===== config.mk =====
export PLATFORM = sky130hd
export DESIGN_NAME = fpga_cfg_loader
export DESIGN_NICKNAME = d
export VERILOG_FILES = /design/src/rtl/fpga_cfg_pkg.sv /design/src/rtl/fpga_cfg_timer.sv /design/src/rtl/fpga_cfg_loader.sv
export SDC_FILE = /design/constraint.sdc
export NUM_CORES = 1
export LEC_CHECK = 0
export BUFFER_PORTS_ARGS = -buffer_cell sky130_fd_sc_hd__buf_2
export CAP_MARGIN = 25
export CORE_AREA = 10 10 266 268
export CTS_CLUSTER_DIAMETER = 40
export DETAILED_ROUTE_END_ITERATION = 7
export DIE_AREA = 0 0 276 278
export HOLD_SLACK_MARGIN = 0.06
export SETUP_SLACK_MARGIN = 0.4
export SYNTH_ARGS = -nofsm -noshare
export SYNTH_HDL_FRONTEND = slang
export SYNTH_SLANG_ARGS = --single-unit

===== constraint.sdc =====
create_clock -name clock_i -period 4.8 [get_ports clock_i]
set_input_delay 0.96 -clock clock_i [delete_from_list [all_inputs] [get_ports clock_i]]
set_output_delay 0.96 -clock clock_i [all_outputs]
set_load 0.005 [all_outputs]

===== src/rtl/fpga_cfg_pkg.sv =====
// Shared types and helpers for the fpga configuration loader.
// Latency: n/a (types, constants and constant functions only).
// Backpressure: n/a.
package fpga_cfg_pkg;

  // Loader FSM states.
  typedef enum logic [2:0] {
    ST_IDLE   = 3'd0,
    ST_PRE    = 3'd1,
    ST_LOAD   = 3'd2,
    ST_SETTLE = 3'd3,
    ST_ENABLE = 3'd4,
    ST_RUN    = 3'd5,
    ST_ERROR  = 3'd6
  } state_e;

  // err_code encodings.
  localparam logic [1:0] ERR_NONE  = 2'd0;  // no error
  localparam logic [1:0] ERR_SHORT = 2'd1;  // cfg_last seen before the final frame
  localparam logic [1:0] ERR_LONG  = 2'd2;  // final frame arrived without cfg_last

  // Bits needed to hold values 0..max_val; never less than 1.
  function automatic int cnt_w(input int max_val);
    return (max_val < 1) ? 1 : $clog2(max_val + 1);
  endfunction

  // Largest of three delay values, used to size the shared timer.
  function automatic int max3(input int a, input int b, input int c);
    int m;
    m = (a > b) ? a : b;
    return (m > c) ? m : c;
  endfunction

endpackage


===== src/rtl/fpga_cfg_timer.sv =====
// Loadable down-counter with a one-cycle done pulse, shared by PRE/SETTLE/ENABLE.
// Latency: done_o is high during the N-th cycle after a load of value N (N >= 1).
// Backpressure: none; load_i always wins over counting.
//
// Ports:
//   clk_i      - clock
//   rst_i      - synchronous active-high reset, clears the count
//   load_i     - load load_val_i into the counter this edge
//   load_val_i - number of cycles to count
//   done_o     - high while the count is 1 (last cycle of the interval)
module fpga_cfg_timer #(
  parameter int W = 4
) (
  input  logic         clk_i,
  input  logic         rst_i,
  input  logic         load_i,
  input  logic [W-1:0] load_val_i,
  output logic         done_o
);

  logic [W-1:0] cnt_q, cnt_d;

  // Count down to zero and park there; a load restarts the interval.
  always_comb begin
    cnt_d = cnt_q;
    if (load_i) begin
      cnt_d = load_val_i;
    end else if (cnt_q != '0) begin
      cnt_d = cnt_q - 1'b1;
    end
  end

  always_ff @(posedge clk_i) begin
    if (rst_i) begin
      cnt_q <= '0;
    end else begin
      cnt_q <= cnt_d;
    end
  end

  // Count value 1 marks the final cycle of the loaded interval.
  assign done_o = (cnt_q == W'(1));

endmodule


===== src/rtl/fpga_cfg_loader.sv =====
// Streams configuration frames into the fpga fabric, then enables flip-flops and reports ready.
// Latency: frame accepted at edge t is strobed on configs_en/configs_in during cycle t+1.
// Backpressure: cfg_ready_o is high only in LOAD; one frame per cycle while ready.
//
// Ports:
//   clock_i, rst_i          - clock and synchronous active-high reset
//   start_i                 - begin (re)configuration from IDLE, RUN or ERROR
//   cfg_data_i/_valid_i/_last_i, cfg_ready_o - frame stream (valid/ready)
//   configs_in_o, configs_en_o - frame data and one-hot frame write strobe to the fabric
//   ff_en_o, rdy_o          - fabric flip-flop enable, configuration complete
//   busy_o, err_o, err_code_o, frame_cnt_o - status
module fpga_cfg_loader
  import fpga_cfg_pkg::*;
#(
  parameter int FRAME_W       = 224,
  parameter int NUM_FRAMES    = 245,
  parameter int PRE_CYCLES    = 10,
  parameter int SETTLE_CYCLES = 10,
  parameter int RDY_DELAY     = 10
) (
  input  logic                            clock_i,
  input  logic                            rst_i,
  input  logic                            start_i,
  input  logic [FRAME_W-1:0]              cfg_data_i,
  input  logic                            cfg_valid_i,
  input  logic                            cfg_last_i,
  output logic                            cfg_ready_o,
  output logic [FRAME_W-1:0]              configs_in_o,
  output logic [NUM_FRAMES-1:0]           configs_en_o,
  output logic                            ff_en_o,
  output logic                            rdy_o,
  output logic                            busy_o,
  output logic                            err_o,
  output logic [1:0]                      err_code_o,
  output logic [$clog2(NUM_FRAMES+1)-1:0] frame_cnt_o
);

  localparam int CW = $clog2(NUM_FRAMES + 1);
  localparam int TW = cnt_w(max3(PRE_CYCLES, SETTLE_CYCLES, RDY_DELAY));
  localparam logic [CW-1:0]         LAST_IDX = CW'(NUM_FRAMES - 1);
  localparam logic [NUM_FRAMES-1:0] EN_ONE   = NUM_FRAMES'(1);

  if (NUM_FRAMES < 2 || SETTLE_CYCLES < 1 || RDY_DELAY < 1 || PRE_CYCLES < 0) begin : g_param_chk
    $error("fpga_cfg_loader: illegal parameter combination");
  end

  state_e                 state_q, state_d;
  logic [CW-1:0]          frame_cnt_q, frame_cnt_d;
  logic [FRAME_W-1:0]     cfg_q, cfg_d;
  logic [NUM_FRAMES-1:0]  en_q, en_d;
  logic [1:0]             err_code_q, err_code_d;

  logic                   tmr_load;
  logic [TW-1:0]          tmr_val;
  logic                   tmr_done;

  logic                   restart;
  logic                   accept;
  logic                   at_last_idx;

  // start is only honoured from the quiescent states; elsewhere it is dropped.
  assign restart     = start_i & (state_q inside {ST_IDLE, ST_RUN, ST_ERROR});
  assign accept      = cfg_valid_i & cfg_ready_o;
  assign at_last_idx = (frame_cnt_q == LAST_IDX);

  fpga_cfg_timer #(
    .W (TW)
  ) u_timer (
    .clk_i      (clock_i),
    .rst_i      (rst_i),
    .load_i     (tmr_load),
    .load_val_i (tmr_val),
    .done_o     (tmr_done)
  );

  // ---------------------------------------------------------------- state register
  always_ff @(posedge clock_i) begin
    if (rst_i) begin
      state_q <= ST_IDLE;
    end else begin
      state_q <= state_d;
    end
  end

  // ---------------------------------------------------------------- next state + timer reload
  // The timer is loaded on the edge that enters a timed state, so its done
  // pulse lands in the last cycle of that state. SETTLE is entered on the
  // final accept, which makes the strobe cycle the first settle cycle.
  always_comb begin
    state_d  = state_q;
    tmr_load = 1'b0;
    tmr_val  = '0;
    unique case (state_q)
      ST_IDLE, ST_RUN, ST_ERROR: begin
        if (start_i) begin
          if (PRE_CYCLES == 0) begin
            state_d = ST_LOAD;
          end else begin
            state_d  = ST_PRE;
            tmr_load = 1'b1;
            tmr_val  = TW'(PRE_CYCLES);
          end
        end
      end
      ST_PRE: begin
        if (tmr_done) begin
          state_d = ST_LOAD;
        end
      end
      ST_LOAD: begin
        if (accept) begin
          if (at_last_idx) begin
            if (cfg_last_i) begin
              state_d  = ST_SETTLE;
              tmr_load = 1'b1;
              tmr_val  = TW'(SETTLE_CYCLES);
            end else begin
              state_d = ST_ERROR;
            end
          end else if (cfg_last_i) begin
            state_d = ST_ERROR;
          end
        end
      end
      ST_SETTLE: begin
        if (tmr_done) begin
          state_d  = ST_ENABLE;
          tmr_load = 1'b1;
          tmr_val  = TW'(RDY_DELAY);
        end
      end
      ST_ENABLE: begin
        if (tmr_done) begin
          state_d = ST_RUN;
        end
      end
      default: begin
        state_d = ST_IDLE;
      end
    endcase
  end

  // ---------------------------------------------------------------- outputs from state
  always_comb begin
    cfg_ready_o = (state_q == ST_LOAD);
    ff_en_o     = (state_q == ST_ENABLE) || (state_q == ST_RUN);
    rdy_o       = (state_q == ST_RUN);
    busy_o      = !(state_q inside {ST_IDLE, ST_RUN, ST_ERROR});
    // ERROR is only left through start or rst, so the state itself is the sticky flag.
    err_o       = (state_q == ST_ERROR);
  end

  // ---------------------------------------------------------------- frame datapath
  // A rejected frame (short or long) is still written to the fabric; only the
  // state transition differs. The strobe register defaults to zero so it is
  // high for exactly the one cycle after each accept.
  always_comb begin
    frame_cnt_d = frame_cnt_q;
    err_code_d  = err_code_q;
    cfg_d       = cfg_q;
    en_d        = '0;
    if (restart) begin
      frame_cnt_d = '0;
      err_code_d  = ERR_NONE;
    end
    if (accept) begin
      cfg_d       = cfg_data_i;
      en_d        = EN_ONE << frame_cnt_q;
      frame_cnt_d = frame_cnt_q + 1'b1;
      if (cfg_last_i && !at_last_idx) begin
        err_code_d = ERR_SHORT;
      end else if (!cfg_last_i && at_last_idx) begin
        err_code_d = ERR_LONG;
      end
    end
  end

  always_ff @(posedge clock_i) begin
    if (rst_i) begin
      frame_cnt_q <= '0;
      err_code_q  <= ERR_NONE;
      cfg_q       <= '0;
      en_q        <= '0;
    end else begin
      frame_cnt_q <= frame_cnt_d;
      err_code_q  <= err_code_d;
      cfg_q       <= cfg_d;
      en_q        <= en_d;
    end
  end

  assign configs_in_o = cfg_q;
  assign configs_en_o = en_q;
  assign err_code_o   = err_code_q;
  assign frame_cnt_o  = frame_cnt_q;

endmodule


==> metrics.md <==
| Metric | Value |
|---|---|
| Status | finished clean |
| Syn Std Cell Area | ~15,000 um^2 |
| Largest net degree at the start of global routing | 167 |
| Cell count of the worst hold path | 2 |
| Area delta synth->final | 44.1% |
| Iter 0 DRT Violations | between 700 and 800 |
| Final Hold Fails | 0 |
| Post-route ant nets | 0 |
| Grt ovf | 0 |
| Register bit total from synthesis | 486 |
| Core Rows | 94 |
| CP arrival | 2150 ps |
| CTS tree | yes |
| Initial antenna violation count | 3 |
| M3 GR Usage | roughly 6.2% |
| Slowest-stage cell, CP | dfxtp_1 |
| Most used DFF post-synth | dfxtp_1 |
| Worst Path Max Fanout | 16 |
| Post-cts resize count | 0 |
| Clk sink count | 486 |
| Final setup viols | 0 |
| CTS root buf | clkbuf_16 |
| First-pass GRT wire length | roughly 90,000 um |
| Distinct cells, synth | between 50 and 60 |
| CP Depth | 3 |
| DR pass1 iterations | 5 |
| CORE AREA | between 60,000 and 70,000 um^2 |
| GPL Wtd Cong | between 0.8 and 0.9 |
| Avg Cell Area, Syn | ~9 um^2 |
| Sequential area share after synthesis | about 64% |
| Via-to-Cell Ratio | approximately 4.2 |
| Drt drc | 0 |
| Top-count cell post-synth | nand2_1 |
| Post-CTS Hold Buffers | 0 |
| Busiest layer in global routing | met2 |
| Vias after detailed routing | between 10,000 and 15,000 |
| Commonest cells post-synth | 506 x nand2_1, 486 x dfxtp_1, 265 x nor2_1 |
| Die Y | around 280 um |
| RSZ-0062 raised after global routing | false |
| Overall Global Routing Usage | between 10% and 20% |
| Worst slew pin tran | ~1100 ps |
| Vias in the first global route | 14,184 |
| CP max stage delay | ~700 ps |
| CP Cell Sequence | xor2_1, a21oi_2, buf_2 |
| TritonCTS Buffers | 71 |
| Met2 Use GR | roughly 26% |
| Layout Utilization | around a third |
| WL/cell | 17.9 um |
| Clock Pin Slew Worst Setup and Hold Paths | around 50 ps |
| Synthesized instance count | between 1,500 and 2,000 |
| Hold Crit Class | register to register |
| CTS H-tree lvls | 3 |
| Peak supply drop | roughly 0.3 mV |
| Full die area | 76,700 um^2 |
| Setup crit end kind | output port |
| Post-synth top area share | between 60% and 70% |
| Fin crit period | ~3100 ps |
| Setup Buffers After CTS | 0 |
| Slew Limit Fails | 0 |
| EDFF count, synth | 0 |
| Max Fclk | ~320 MHz |
| I/O pin cnt | roughly 710 |
| Total Routed Length | ~60,000 um |
| Async S/R FF share, synth | 0% |
| Setup TNS | 0 ps |
| Clock Latency Late Sink | around 600 ps |
| Cell Pwr Density | 459 nW/um^2 |
| Met1 usage | approximately 16% |
| Critical path type | register to output port |
| Crit path buf inv count | 1 |
| Maximum clock path buffer count | 3 |
| NumNets Final | between 2,000 and 3,000 |
| Max Cap Viol | 0 |
| Area leader, netlist | dfxtp_1 |
| Syn Nets | around 2,000 |
| Die width | approximately 280 um |
| Dpl hpwl | 44,700 um |
| YS warnings | 0 |
| Worst r2r path cells | 5 |
| CP Launch Type | register |
| Leakage | 9.71 nW |
| Clk_skew | between 20 and 30 ps |
| Fin crit share | between 60% and 70% |
| Starting Density | between 20% and 30% |
| CP delay by family, top | flip-flops |
| Req. time, crit path | approximately 3800 ps |
| Ratio of cells with drive above 1 in the final layout | about a third |
| IO Port Bufs | roughly 700 |
| Top cells by area, synth | dfxtp_1 64%, nand2_1 12%, a21oi_1 7.7% |
| Slew headroom | 28.3% |
==> report_power, final <==
| group | internal (mW) | switching [mW] |
|---|---|---|
| combinational | 0.241 | 0.334 |
| clock | 3.39 | 1.96 |
| sequential | 4.11 | 0.0650 |
| total | 7.74 | 2.36 |
==> worst min-delay path: cells and delay by family (launching register included) <==
family / cells / cell delay, ps
simple gates: 1 / 50
flops: 1 / 300
compound gates: 1 / 50
==> layout by cell type (no fill, tap or decap), drive strengths merged, types with 2 or more instances in the layout <==
master      n
a21oi     236
a311oi      3
a31oi       4
and2        7
and3        4
and4        3
buf       730
bufinv     10
clkbuf     87
clkinv     10
clkinvlp    6
dfxtp     486
ha          8
inv        24
nand2     506
nand2b      3
nand3      29
nand4       4
nor2      265
nor2b       6
nor3        5
o211ai      4
o21ai       6
o31ai       2
or3         2
xor2        2
==> kinds of logic after synthesis <==
logic type | Yosys count | share of synthesized area [%]
flip-flops | 486 | 63.7
XOR/XNOR | 3 | 0.172
AO/OA/AOI/OAI | 266 | 9.38
adder cells (fa/ha/maj) | 8 | 0.655
buffers and inverters | 136 | 4.12
AND/OR/NAND/NOR | 841 | 21.8
multiplexers | 2 | 0.139
==> state kept, by name (all words and copies together), names as in the netlist <==
| signal | cells |
|---|---|
| configs_en_o | 245 |
| configs_in_o | 224 |
| err_code_o | 2 |
| frame_cnt_o | 8 |
| state_q | 3 |
| u_timer.cnt_q | 4 |
==> per-stage QoR <==
stage	setup slack, ps	hold WS (ps)	instance area [um^2]	power, mW	cells
finish	1690	447	22000	10.1	3338
global route	1520	461	22000	10.5	3338
CTS	1640	449	22000	10.2	3337
detailed placement	1790	443	19500	4.84	3213
global placement	1850	438	19500	4.83	3213
floorplan	2830	453	15300	4.58	1742
==> layer usage <==
metal  vias to the layer above  wire length [um]  part of all wire (%)
met2                       600             29600                    49
met5                         -                13                 0.022
met3                       113              5670                   9.5
li1                       6928                 -                     -
met1                      6401             22900                    38
met4                         2              1630                   2.7
==> worst paths after layout <==
path | endpoint | from | slack (ps)
worst max-delay path | busy_o | state_q[0] | 1690
worst min-delay path | configs_in_o[216] | configs_in_o[216] | 450
worst max register to register | configs_en_o[221] | state_q[1] | 2090
worst min register to register | configs_in_o[216] | configs_in_o[216] | 450
==> final cells by class <==
type	count	area, um^2
Clock buffer	87	1900
Inverter	13	48.8
Sequential cell	486	9730
Fill cell	6861	43400
Antenna cell	1	2.50
Clock inverter	37	552
Timing Repair Buffer	730	3740
Tap cell	864	1080
Multi-Input combinational cell	1120	4950
No activity file was read; power rests on OpenSTA's default activity.
